==> src/rtl/datapath_pkg.sv <==
// Shared definitions for the single-bus datapath: widths, opcodes, IR fields and bus sources.
package datapath_pkg;

    localparam int WORD = 32;
    localparam int NREG = 16;

    localparam int IR_OP_MSB  = 31;
    localparam int IR_OP_LSB  = 27;
    localparam int IR_RA_MSB  = 26;
    localparam int IR_RA_LSB  = 23;
    localparam int IR_RB_MSB  = 22;
    localparam int IR_RB_LSB  = 19;
    localparam int IR_RC_MSB  = 18;
    localparam int IR_RC_LSB  = 15;
    localparam int IR_C_MSB   = 18;
    localparam int IR_CON_MSB = 20;
    localparam int IR_CON_LSB = 19;

    localparam logic [4:0] OP_LD   = 5'd0;
    localparam logic [4:0] OP_LDI  = 5'd1;
    localparam logic [4:0] OP_ST   = 5'd2;
    localparam logic [4:0] OP_ADD  = 5'd3;
    localparam logic [4:0] OP_SUB  = 5'd4;
    localparam logic [4:0] OP_AND  = 5'd5;
    localparam logic [4:0] OP_OR   = 5'd6;
    localparam logic [4:0] OP_SHR  = 5'd7;
    localparam logic [4:0] OP_SHL  = 5'd8;
    localparam logic [4:0] OP_ROR  = 5'd9;
    localparam logic [4:0] OP_ROL  = 5'd10;
    localparam logic [4:0] OP_ADDI = 5'd11;
    localparam logic [4:0] OP_ANDI = 5'd12;
    localparam logic [4:0] OP_ORI  = 5'd13;
    localparam logic [4:0] OP_MUL  = 5'd14;
    localparam logic [4:0] OP_DIV  = 5'd15;
    localparam logic [4:0] OP_NEG  = 5'd16;
    localparam logic [4:0] OP_NOT  = 5'd17;

    typedef enum logic [3:0] {
        SRC_NONE,
        SRC_GPR,
        SRC_HI,
        SRC_LO,
        SRC_ZHI,
        SRC_ZLO,
        SRC_PC,
        SRC_MDR,
        SRC_INPORT,
        SRC_C
    } bus_src_t;

    function automatic logic [WORD-1:0] sign_extend_c(input logic [IR_C_MSB:0] c_field);
        return {{(WORD-IR_C_MSB-1){c_field[IR_C_MSB]}}, c_field};
    endfunction

endpackage

==> src/rtl/datapath_if.sv <==
// Control/memory-side signal bundle between the sequencer (master) and the datapath (slave).
interface datapath_if;
    import datapath_pkg::*;

    logic            read;
    logic            write;
    logic [WORD-1:0] Mdatain;
    logic            PCout, Zlowout, Zhighout, MDRout, Cout, IN_Portout, LOout, HIout;
    logic            MARIn, PCIn, MDRIn, IRIn, YIn, HiIn, LoIn, InIn, OutIn;
    logic            IncPC;
    logic            CIn;
    logic            Gra, Grb, Grc;
    logic            RIn, Rout, BAout;
    logic [NREG-1:0] RegIn, Regout;
    logic [WORD-1:0] out_port;
    logic            con_out;
    logic [WORD-1:0] bus_mon;

    modport master (
        output read, write, Mdatain,
        output PCout, Zlowout, Zhighout, MDRout, Cout, IN_Portout, LOout, HIout,
        output MARIn, PCIn, MDRIn, IRIn, YIn, HiIn, LoIn, InIn, OutIn,
        output IncPC, CIn, Gra, Grb, Grc, RIn, Rout, BAout, RegIn, Regout,
        input  out_port, con_out, bus_mon
    );

    modport slave (
        input  read, write, Mdatain,
        input  PCout, Zlowout, Zhighout, MDRout, Cout, IN_Portout, LOout, HIout,
        input  MARIn, PCIn, MDRIn, IRIn, YIn, HiIn, LoIn, InIn, OutIn,
        input  IncPC, CIn, Gra, Grb, Grc, RIn, Rout, BAout, RegIn, Regout,
        output out_port, con_out, bus_mon
    );

endinterface

==> src/rtl/datapath_alu.sv <==
// Datapath ALU: A = Y, B = bus, 64-bit result feeding Z. Multiply/divide only built with MUL_DIV_EN.
module datapath_alu
    import datapath_pkg::*;
(
    input  logic [WORD-1:0]   a,
    input  logic [WORD-1:0]   b,
    input  logic [4:0]        opcode,
    input  logic              inc_pc,
    output logic [2*WORD-1:0] result
);

    logic [4:0] shamt;
    logic [5:0] shamt_inv;

    assign shamt     = b[4:0];
    assign shamt_inv = 6'd32 - {1'b0, shamt};

`ifdef MUL_DIV_EN
    logic signed [2*WORD-1:0] product;
    logic signed [WORD-1:0]   quotient;
    logic signed [WORD-1:0]   remainder;

    assign product   = $signed({{WORD{a[WORD-1]}}, a}) * $signed({{WORD{b[WORD-1]}}, b});
    assign quotient  = $signed(a) / $signed(b);
    assign remainder = $signed(a) % $signed(b);
`endif

    // Rotates use a complementary shift; a shift by 32 yields zero so rotate-by-0 stays a.
    always_comb begin
        result = '0;
        if (inc_pc) begin
            result[WORD-1:0] = b + 32'd1;
        end else begin
            case (opcode)
                OP_LD, OP_LDI, OP_ST, OP_ADD, OP_ADDI: result[WORD-1:0] = a + b;
                OP_SUB:          result[WORD-1:0] = a - b;
                OP_AND, OP_ANDI: result[WORD-1:0] = a & b;
                OP_OR, OP_ORI:   result[WORD-1:0] = a | b;
                OP_SHR:          result[WORD-1:0] = a >> shamt;
                OP_SHL:          result[WORD-1:0] = a << shamt;
                OP_ROR:          result[WORD-1:0] = (a >> shamt) | (a << shamt_inv);
                OP_ROL:          result[WORD-1:0] = (a << shamt) | (a >> shamt_inv);
`ifdef MUL_DIV_EN
                OP_MUL:          result = product;
                OP_DIV: begin
                    if (b == '0) result = {a, 32'hFFFF_FFFF};
                    else         result = {remainder, quotient};
                end
`endif
                OP_NEG:          result[WORD-1:0] = -b;
                OP_NOT:          result[WORD-1:0] = ~b;
                default:         result = '0;
            endcase
        end
    end

endmodule

==> src/rtl/datapath.sv <==
// Single-bus 32-bit datapath driven one transfer per clock by external strobes.
// Define MUL_DIV_EN to build the multiply/divide hardware in the ALU.
module datapath
    import datapath_pkg::*;
(
    input logic       clk,
    input logic       clr,
    datapath_if.slave cu
);

    logic [WORD-1:0]   gpr [NREG];
    logic [WORD-1:0]   pc, ir, mar, mdr, y, hi, lo, in_port, out_reg;
    logic [2*WORD-1:0] z;
    logic              con;

    logic [WORD-1:0]   bus;
    logic [WORD-1:0]   c_sext;
    logic [2*WORD-1:0] alu_result;
    logic [3:0]        reg_idx;
    logic [NREG-1:0]   reg_dec, reg_load, reg_drive, reg_base, gpr_active;
    logic [3:0]        gpr_sel;
    bus_src_t          bus_src;
    logic              con_next;

    assign reg_idx = ({4{cu.Gra}} & ir[IR_RA_MSB:IR_RA_LSB])
                   | ({4{cu.Grb}} & ir[IR_RB_MSB:IR_RB_LSB])
                   | ({4{cu.Grc}} & ir[IR_RC_MSB:IR_RC_LSB]);
    assign reg_dec    = NREG'(1) << reg_idx;
    assign reg_load   = ({NREG{cu.RIn}}  & reg_dec) | cu.RegIn;
    assign reg_drive  = ({NREG{cu.Rout}} & reg_dec) | cu.Regout;
    assign reg_base   = {NREG{cu.BAout}} & reg_dec;
    assign gpr_active = reg_drive | reg_base;
    assign c_sext     = sign_extend_c(ir[IR_C_MSB:0]);

    // Lowest-numbered active GPR wins, then the fixed special-register order.
    always_comb begin
        bus_src = SRC_NONE;
        gpr_sel = '0;
        for (int i = NREG - 1; i >= 0; i--) begin
            if (gpr_active[i]) gpr_sel = 4'(i);
        end
        if (|gpr_active)        bus_src = SRC_GPR;
        else if (cu.HIout)      bus_src = SRC_HI;
        else if (cu.LOout)      bus_src = SRC_LO;
        else if (cu.Zhighout)   bus_src = SRC_ZHI;
        else if (cu.Zlowout)    bus_src = SRC_ZLO;
        else if (cu.PCout)      bus_src = SRC_PC;
        else if (cu.MDRout)     bus_src = SRC_MDR;
        else if (cu.IN_Portout) bus_src = SRC_INPORT;
        else if (cu.Cout)       bus_src = SRC_C;
    end

    // R0 reached only through BAout reads as zero for base-address arithmetic.
    always_comb begin
        bus = '0;
        case (bus_src)
            SRC_GPR:    bus = (gpr_sel == 4'd0 && !reg_drive[0]) ? '0 : gpr[gpr_sel];
            SRC_HI:     bus = hi;
            SRC_LO:     bus = lo;
            SRC_ZHI:    bus = z[2*WORD-1:WORD];
            SRC_ZLO:    bus = z[WORD-1:0];
            SRC_PC:     bus = pc;
            SRC_MDR:    bus = mdr;
            SRC_INPORT: bus = in_port;
            SRC_C:      bus = c_sext;
            default:    bus = '0;
        endcase
    end

    always_comb begin
        con_next = 1'b0;
        case (ir[IR_CON_MSB:IR_CON_LSB])
            2'b00: con_next = (bus == '0);
            2'b01: con_next = (bus != '0);
            2'b10: con_next = !bus[WORD-1];
            2'b11: con_next = bus[WORD-1];
            default: con_next = 1'b0;
        endcase
    end

    datapath_alu u_alu (
        .a      (y),
        .b      (bus),
        .opcode (ir[IR_OP_MSB:IR_OP_LSB]),
        .inc_pc (cu.IncPC),
        .result (alu_result)
    );

    // Z has no enable: it follows the ALU on every edge it is not being driven onto the bus.
    always_ff @(posedge clk) begin
        if (!clr) begin
            for (int i = 0; i < NREG; i++) gpr[i] <= '0;
            pc      <= '0;
            ir      <= '0;
            mar     <= '0;
            mdr     <= '0;
            y       <= '0;
            z       <= '0;
            hi      <= '0;
            lo      <= '0;
            in_port <= '0;
            out_reg <= '0;
            con     <= 1'b0;
        end else begin
            for (int i = 0; i < NREG; i++) begin
                if (reg_load[i]) gpr[i] <= bus;
            end
            if (cu.PCIn)  pc      <= bus;
            if (cu.IRIn)  ir      <= bus;
            if (cu.MARIn) mar     <= bus;
            if (cu.MDRIn) mdr     <= cu.read ? cu.Mdatain : bus;
            if (cu.YIn)   y       <= bus;
            if (cu.HiIn)  hi      <= bus;
            if (cu.LoIn)  lo      <= bus;
            if (cu.InIn)  in_port <= cu.Mdatain;
            if (cu.OutIn) out_reg <= bus;
            if (!cu.Zlowout && !cu.Zhighout) z <= alu_result;
            if (cu.CIn)   con     <= con_next;
        end
    end

    assign cu.out_port = out_reg;
    assign cu.con_out  = con;
    assign cu.bus_mon  = bus;

endmodule

==> src/flat_wrapper.sv <==
// flat-port wrapper written by rule: the top's interface ports become plain ports
module datapath_flat import datapath_pkg::*;
  (clk, clr, cu_read, cu_write, cu_Mdatain, cu_PCout, cu_Zlowout, cu_Zhighout, cu_MDRout, cu_Cout, cu_IN_Portout, cu_LOout, cu_HIout, cu_MARIn, cu_PCIn, cu_MDRIn, cu_IRIn, cu_YIn, cu_HiIn, cu_LoIn, cu_InIn, cu_OutIn, cu_IncPC, cu_CIn, cu_Gra, cu_Grb, cu_Grc, cu_RIn, cu_Rout, cu_BAout, cu_RegIn, cu_Regout, cu_out_port, cu_con_out, cu_bus_mon);
  datapath_if cu_i ();
  input logic clk;
  input logic clr;
  input wire logic [$bits(cu_i.read)-1:0] cu_read;
  input wire logic [$bits(cu_i.write)-1:0] cu_write;
  input wire logic [$bits(cu_i.Mdatain)-1:0] cu_Mdatain;
  input wire logic [$bits(cu_i.PCout)-1:0] cu_PCout;
  input wire logic [$bits(cu_i.Zlowout)-1:0] cu_Zlowout;
  input wire logic [$bits(cu_i.Zhighout)-1:0] cu_Zhighout;
  input wire logic [$bits(cu_i.MDRout)-1:0] cu_MDRout;
  input wire logic [$bits(cu_i.Cout)-1:0] cu_Cout;
  input wire logic [$bits(cu_i.IN_Portout)-1:0] cu_IN_Portout;
  input wire logic [$bits(cu_i.LOout)-1:0] cu_LOout;
  input wire logic [$bits(cu_i.HIout)-1:0] cu_HIout;
  input wire logic [$bits(cu_i.MARIn)-1:0] cu_MARIn;
  input wire logic [$bits(cu_i.PCIn)-1:0] cu_PCIn;
  input wire logic [$bits(cu_i.MDRIn)-1:0] cu_MDRIn;
  input wire logic [$bits(cu_i.IRIn)-1:0] cu_IRIn;
  input wire logic [$bits(cu_i.YIn)-1:0] cu_YIn;
  input wire logic [$bits(cu_i.HiIn)-1:0] cu_HiIn;
  input wire logic [$bits(cu_i.LoIn)-1:0] cu_LoIn;
  input wire logic [$bits(cu_i.InIn)-1:0] cu_InIn;
  input wire logic [$bits(cu_i.OutIn)-1:0] cu_OutIn;
  input wire logic [$bits(cu_i.IncPC)-1:0] cu_IncPC;
  input wire logic [$bits(cu_i.CIn)-1:0] cu_CIn;
  input wire logic [$bits(cu_i.Gra)-1:0] cu_Gra;
  input wire logic [$bits(cu_i.Grb)-1:0] cu_Grb;
  input wire logic [$bits(cu_i.Grc)-1:0] cu_Grc;
  input wire logic [$bits(cu_i.RIn)-1:0] cu_RIn;
  input wire logic [$bits(cu_i.Rout)-1:0] cu_Rout;
  input wire logic [$bits(cu_i.BAout)-1:0] cu_BAout;
  input wire logic [$bits(cu_i.RegIn)-1:0] cu_RegIn;
  input wire logic [$bits(cu_i.Regout)-1:0] cu_Regout;
  output wire logic [$bits(cu_i.out_port)-1:0] cu_out_port;
  output wire logic [$bits(cu_i.con_out)-1:0] cu_con_out;
  output wire logic [$bits(cu_i.bus_mon)-1:0] cu_bus_mon;
  assign cu_i.read = cu_read;
  assign cu_i.write = cu_write;
  assign cu_i.Mdatain = cu_Mdatain;
  assign cu_i.PCout = cu_PCout;
  assign cu_i.Zlowout = cu_Zlowout;
  assign cu_i.Zhighout = cu_Zhighout;
  assign cu_i.MDRout = cu_MDRout;
  assign cu_i.Cout = cu_Cout;
  assign cu_i.IN_Portout = cu_IN_Portout;
  assign cu_i.LOout = cu_LOout;
  assign cu_i.HIout = cu_HIout;
  assign cu_i.MARIn = cu_MARIn;
  assign cu_i.PCIn = cu_PCIn;
  assign cu_i.MDRIn = cu_MDRIn;
  assign cu_i.IRIn = cu_IRIn;
  assign cu_i.YIn = cu_YIn;
  assign cu_i.HiIn = cu_HiIn;
  assign cu_i.LoIn = cu_LoIn;
  assign cu_i.InIn = cu_InIn;
  assign cu_i.OutIn = cu_OutIn;
  assign cu_i.IncPC = cu_IncPC;
  assign cu_i.CIn = cu_CIn;
  assign cu_i.Gra = cu_Gra;
  assign cu_i.Grb = cu_Grb;
  assign cu_i.Grc = cu_Grc;
  assign cu_i.RIn = cu_RIn;
  assign cu_i.Rout = cu_Rout;
  assign cu_i.BAout = cu_BAout;
  assign cu_i.RegIn = cu_RegIn;
  assign cu_i.Regout = cu_Regout;
  assign cu_out_port = cu_i.out_port;
  assign cu_con_out = cu_i.con_out;
  assign cu_bus_mon = cu_i.bus_mon;
  datapath u_core (.clk(clk), .clr(clr), .cu(cu_i));
endmodule
==> config.mk <==
export PLATFORM = sky130hd
export DESIGN_NAME = datapath_flat
export DESIGN_NICKNAME = d
export VERILOG_FILES = /design/src/rtl/datapath_pkg.sv /design/src/rtl/datapath_if.sv /design/src/rtl/datapath_alu.sv /design/src/rtl/datapath.sv /design/src/flat_wrapper.sv
export SDC_FILE = /design/constraint.sdc
export NUM_CORES = 2
export LEC_CHECK = 0
export ABC_AREA = 1
export BUFFER_PORTS_ARGS = -buffer_cell sky130_fd_sc_hd__buf_2
export CORE_MARGIN = 5
export CORE_UTILIZATION = 25
export DETAILED_ROUTE_END_ITERATION = 12
export PLACE_DENSITY = 0.47
export SETUP_SLACK_MARGIN = 0.2
export SLEW_MARGIN = 30
export SYNTH_ARGS = -nofsm -noshare
export SYNTH_HDL_FRONTEND = slang
export SYNTH_SLANG_ARGS = --single-unit
==> constraint.sdc <==
create_clock -name clk -period 6.7 [get_ports clk]
set_input_delay 1.005 -clock clk [delete_from_list [all_inputs] [get_ports clk]]
set_output_delay 1.005 -clock clk [all_outputs]
set_load 0.05 [all_outputs]
==> impl_metrics.prom <==
# TYPE chip_impl_metric gauge
chip_impl_metric{name="synthesis.area_per_instance",unit="µm²"} 7.40
chip_impl_metric{name="drt-vias-per-instance",unit=""} 5.04
chip_impl_metric{name="slew_of_the_pin_with_the_lowest_slew_margin",unit="ns"} 1.22
chip_impl_metric{name="p_int",unit="µW"} 12200
chip_impl_metric{name="final_min_period_over_clock_period",unit=""} 1.02
chip_impl_info{name="clock-root-buffer",value="sky130_fd_sc_hd__clkbuf_16"} 1
chip_impl_metric{name="postRouteAntennaNets",unit=""} 0
chip_impl_metric{name="setup_ws",unit="ns"} -0.151
chip_impl_info{name="synthTopCellsByArea",value="sky130_fd_sc_hd__edfxtp_1 (32%), sky130_fd_sc_hd__dfxtp_1 (12%), sky130_fd_sc_hd__nand2_1 (11%)"} 1
chip_impl_info{name="clock_tree_from_tritoncts",value="done"} 1
chip_impl_metric{name="synth_edf_count",unit=""} 512
chip_impl_metric{name="grt_pass1_vias",unit=""} 46566
chip_impl_metric{name="post_route_cells_drive_above_1_share",unit=""} 0.208
chip_impl_metric{name="critical_path.max_fanout",unit=""} 4
chip_impl_info{name="outcome",value="complete, but fails checks"} 1
chip_impl_metric{name="cts_num_sinks",unit=""} 801
chip_impl_metric{name="fmax",unit="MHz"} 146
chip_impl_metric{name="cell_area_power_density",unit="nW/µm²"} 339
chip_impl_metric{name="clock_power_share",unit=""} 0.253
chip_impl_metric{name="finalHoldViolations",unit=""} 0
chip_impl_metric{name="power.switching",unit="µW"} 8730
chip_impl_metric{name="initial_utilization",unit=""} 0.251
chip_impl_metric{name="clock_skew",unit="ns"} 0.0278
chip_impl_metric{name="grt_first_pass_wirelength",unit="µm"} 334000
chip_impl_info{name="synth_top_flop_cell",value="sky130_fd_sc_hd__edfxtp_1"} 1
chip_impl_metric{name="tritoncts.num_buffers",unit=""} 93
chip_impl_metric{name="report.final.setup_viol",unit=""} 4
chip_impl_metric{name="yosys_warnings",unit=""} 0
chip_impl_metric{name="detailedRoute.firstPassIterationCount",unit=""} 8
chip_impl_metric{name="ys_seq_elements",unit=""} 801
chip_impl_metric{name="drt_iter0_drc",unit=""} 4850
chip_impl_metric{name="detail_route.drc_violations",unit=""} 0
chip_impl_metric{name="synthesis.nets",unit=""} 6731
chip_impl_metric{name="io_pins",unit=""} 158
chip_impl_metric{name="hpwl",unit="µm"} 169000
chip_impl_metric{name="finalPower",unit="µW"} 21000
chip_impl_metric{name="finalNetCount",unit=""} 7404
chip_impl_info{name="cp_common_cell",value="sky130_fd_sc_hd__nor2_1"} 1
chip_impl_metric{name="ff2ff_setup_slack",unit="ns"} -0.15
chip_impl_metric{name="final_period_minus_worst_setup_slack",unit="ns"} 6.85
chip_impl_metric{name="die_y",unit="µm"} 450
chip_impl_metric{name="synth-seq-area-share",unit=""} 0.438
chip_impl_metric{name="max-slew-margin-rel",unit=""} 0.185
chip_impl_metric{name="grt_antenna_before_repair",unit=""} 12
chip_impl_metric{name="final_area",unit="µm²"} 61800
chip_impl_metric{name="detailroute.via_count",unit=""} 49493
chip_impl_metric{name="floorplan.die.width",unit="µm"} 450
chip_impl_metric{name="seqPwrFrac",unit=""} 0.290
chip_impl_metric{name="post-place-ws",unit="ns"} -1.06
chip_impl_metric{name="design.core.area",unit="µm²"} 192000
chip_impl_metric{name="share_of_synthesized_flip_flops_with_an_asynchronous_set_or_reset",unit=""} 0
chip_impl_metric{name="mappedNetlistArea",unit="µm²"} 48400
chip_impl_info{name="regToRegEndpoint",value="u_core.z[24]$_SDFFE_PN0P_"} 1
chip_impl_metric{name="final-max-slew-violation-count",unit=""} 0
chip_impl_metric{name="clk_pin_slew_worst_paths",unit="ns"} 0.06
chip_impl_info{name="grt_setup_unrepaired",value="yes"} 1
chip_impl_metric{name="placedCellCount",unit=""} 9586
chip_impl_metric{name="max_cap_viol_count",unit=""} 0
chip_impl_metric{name="critical_path_required",unit="ns"} 7.29
chip_impl_metric{name="wl_per_cell",unit="µm"} 23.9
chip_impl_metric{name="power.combinational.fraction",unit=""} 0.457
chip_impl_info{name="synthMostInstantiatedCell",value="sky130_fd_sc_hd__nand2_1"} 1
chip_impl_metric{name="largest_stage_delay_worst_path",unit="ns"} 0.37
chip_impl_metric{name="grt_max_degree",unit=""} 159
chip_impl_info{name="endpoint_kind",value="register"} 1
chip_impl_metric{name="cts.path.max_buffers",unit=""} 3
chip_impl_metric{name="synth_top_area_share",unit=""} 0.318
chip_impl_info{name="critPathLaunchType",value="input pin"} 1
chip_impl_metric{name="post_dp_cell_area",unit="µm²"} 57200
chip_impl_metric{name="power.static_leakage",unit="µW"} 0.0275
chip_impl_info{name="worstHoldStart",value="u_core.mdr[26]$_SDFFE_PN0P_"} 1
chip_impl_info{name="violations",value="setup timing"} 1
chip_impl_metric{name="clock_latency",unit="ns"} 0.72
chip_impl_metric{name="syn-instance-count",unit=""} 6536
chip_impl_metric{name="fin_util",unit=""} 0.321
chip_impl_metric{name="holdBufCountCts",unit=""} 0
chip_impl_metric{name="critPathArrivalTime",unit="ns"} 7.44
chip_impl_metric{name="power.share.switching",unit=""} 0.416
chip_impl_info{name="synthTopCellsByCount",value="sky130_fd_sc_hd__nand2_1 (1,457), sky130_fd_sc_hd__nand3_1 (868), sky130_fd_sc_hd__nor2_1 (671), sky130_fd_sc_hd__inv_1 (621), sky130_fd_sc_hd__edfxtp_1 (512)"} 1
chip_impl_metric{name="synthToLayoutAreaGrowth",unit="%"} 27.8
chip_impl_metric{name="hold_path_depth",unit=""} 2
chip_impl_metric{name="globalplace.congestion",unit=""} 0.971
chip_impl_info{name="synthDominantAreaCellType",value="sky130_fd_sc_hd__edfxtp_1"} 1
chip_impl_info{name="hold_end",value="u_core.mdr[26]$_SDFFE_PN0P_"} 1
chip_impl_metric{name="globalRouteOverflowTotal",unit=""} 0
chip_impl_metric{name="die_area",unit="µm²"} 202000
chip_impl_info{name="r2r-start",value="u_core.ir[23]$_SDFFE_PN0P_"} 1
chip_impl_metric{name="port_buffers",unit=""} 155
chip_impl_metric{name="peak_vdd_ir",unit="mV"} 0.277
chip_impl_metric{name="wirelength",unit="µm"} 234000
chip_impl_metric{name="cts-htree-levels",unit=""} 3
chip_impl_info{name="hold_class",value="reg2reg"} 1
chip_impl_metric{name="grt_util_all_layers",unit=""} 0.221
chip_impl_info{name="cp_slowest_cell",value="sky130_fd_sc_hd__ha_1"} 1
chip_impl_metric{name="reg2regPathDepth",unit=""} 51
chip_impl_metric{name="row_count",unit=""} 161
chip_impl_info{name="critical_path_class",value="in2reg"} 1
chip_impl_metric{name="final-instance-count-excl-fill",unit=""} 9820
chip_impl_metric{name="synth.lib_cells_used.distinct",unit=""} 64
==> worst max-delay path, delay by kind of cell <==
kind | cells | cell delay, ns
AO/OA/AOI/OAI | 15 | 2.29
XOR/XNOR | 1 | 0.13
adder cells (fa/ha/maj) | 1 | 0.37
buffers and inverters | 12 | 1.33
AND/OR/NAND/NOR | 22 | 2.29
==> cells in the final DEF (no fill, tap or decap), types with 97 or more instances in the layout <==
cell / synthesis / layout
sky130_fd_sc_hd__inv_1: 621 / 611
sky130_fd_sc_hd__a21oi_1: 450 / 431
sky130_fd_sc_hd__dfxtp_1: 289 / 278
sky130_fd_sc_hd__clkbuf_16: 0 / 97
sky130_fd_sc_hd__o211ai_1: 129 / 129
sky130_fd_sc_hd__edfxtp_1: 512 / 512
sky130_fd_sc_hd__buf_2: 96 / 146
sky130_fd_sc_hd__nor2_1: 671 / 646
sky130_fd_sc_hd__buf_4: 29 / 779
sky130_fd_sc_hd__nand3_1: 868 / 835
sky130_fd_sc_hd__nand2_1: 1457 / 1414
sky130_fd_sc_hd__o21ai_0: 436 / 415
==> sequential cells by signal (all words and copies together), names as in the netlist <==
name,flops
u_core.hi,32
u_core.ir,32
u_core.y,32
u_core.pc,32
u_core.in_port,32
u_core.gpr,512
u_core.mdr,32
u_core.lo,32
u_core.z,32
u_core.cu.con_out,1
u_core.cu.out_port,32
==> cell type report <==
| cell class | instances | area (µm²) |
|---|---|---|
| fillers | 20552 | 131000 |
| multi-input cells | 4624 | 23700 |
| flip-flops and latches | 801 | 21200 |
| repair buffers | 1004 | 7980 |
| well taps | 2526 | 3160 |
| clock buffers | 135 | 2690 |
| inverters | 685 | 2590 |
| clock inverters | 39 | 477 |
| diodes | 6 | 15.0 |
==> logic make-up (layout without fill, tap and decap cells) <==
family          count (synthesis)  in the layout  share of synthesized area
xor+xnor                       18             18                    0.00326
buf+inv                      1113           1863                     0.0947
simple gates                 3225           3227                      0.288
fa+ha+maj                     102            102                     0.0267
flops                         801            801                      0.438
compound gates               1274           1274                      0.149
other cells                     0              6                          0
mux                             3              3                   0.000621
==> worst max path at each step <==
stage / endpoint / cells after the start / from
floorplan: u_core.z[26]$_SDFFE_PN0P_ / 61 / cu_Gra
global placement: u_core.z[24]$_SDFFE_PN0P_ / 55 / cu_Grb
detailed placement: u_core.z[24]$_SDFFE_PN0P_ / 56 / cu_Grb
CTS: u_core.z[24]$_SDFFE_PN0P_ / 52 / u_core.ir[24]$_SDFFE_PN0P_
global route: u_core.z[26]$_SDFFE_PN0P_ / 59 / u_core.ir[18]$_SDFFE_PN0P_
finish: u_core.z[24]$_SDFFE_PN0P_ / 51 / cu_Grc
==> through the flow <==
step | hold slack, ns | TNS, ns
4_1_cts | 0.466 | 0
6_report | 0.464 | -0.342
5_1_grt | 0.485 | -3.90
3_5_place_dp | 0.457 | -17.05
3_3_place_gp | 0.454 | -16.90
2_1_floorplan | 0.445 | 0
==> power groups by stage <==
stage | combinational, µW | sequential [µW] | clock [µW]
after global routing | 10200 | 6130 | 5620
after floorplan | 4780 | 6170 | 0
after global placement | 9160 | 6170 | 0
after detailed placement | 9160 | 6180 | 0
after CTS | 9260 | 6080 | 5420
final | 9570 | 6080 | 5310
==> layer usage <==
| layer | global-route usage | up-vias | part of all wire |
|---|---|---|---|
| li1 | - | 23337 | - |
| met1 | 0.290 | 23987 | 0.42 |
| met2 | 0.364 | 1786 | 0.46 |
| met3 | 0.0322 | 381 | 0.066 |
| met4 | 0.0961 | 2 | 0.053 |
| met5 | 0 | - | 0.000055 |
==> what timing repair did <==
action	in CTS	in global routing
pin swaps	31	118
endpoints found under the setup margin	44	45
buffers inserted	24	25
cloned	3	2
gates resized for setup	77	169
Note: power is estimated with default switching activity, not from simulation.
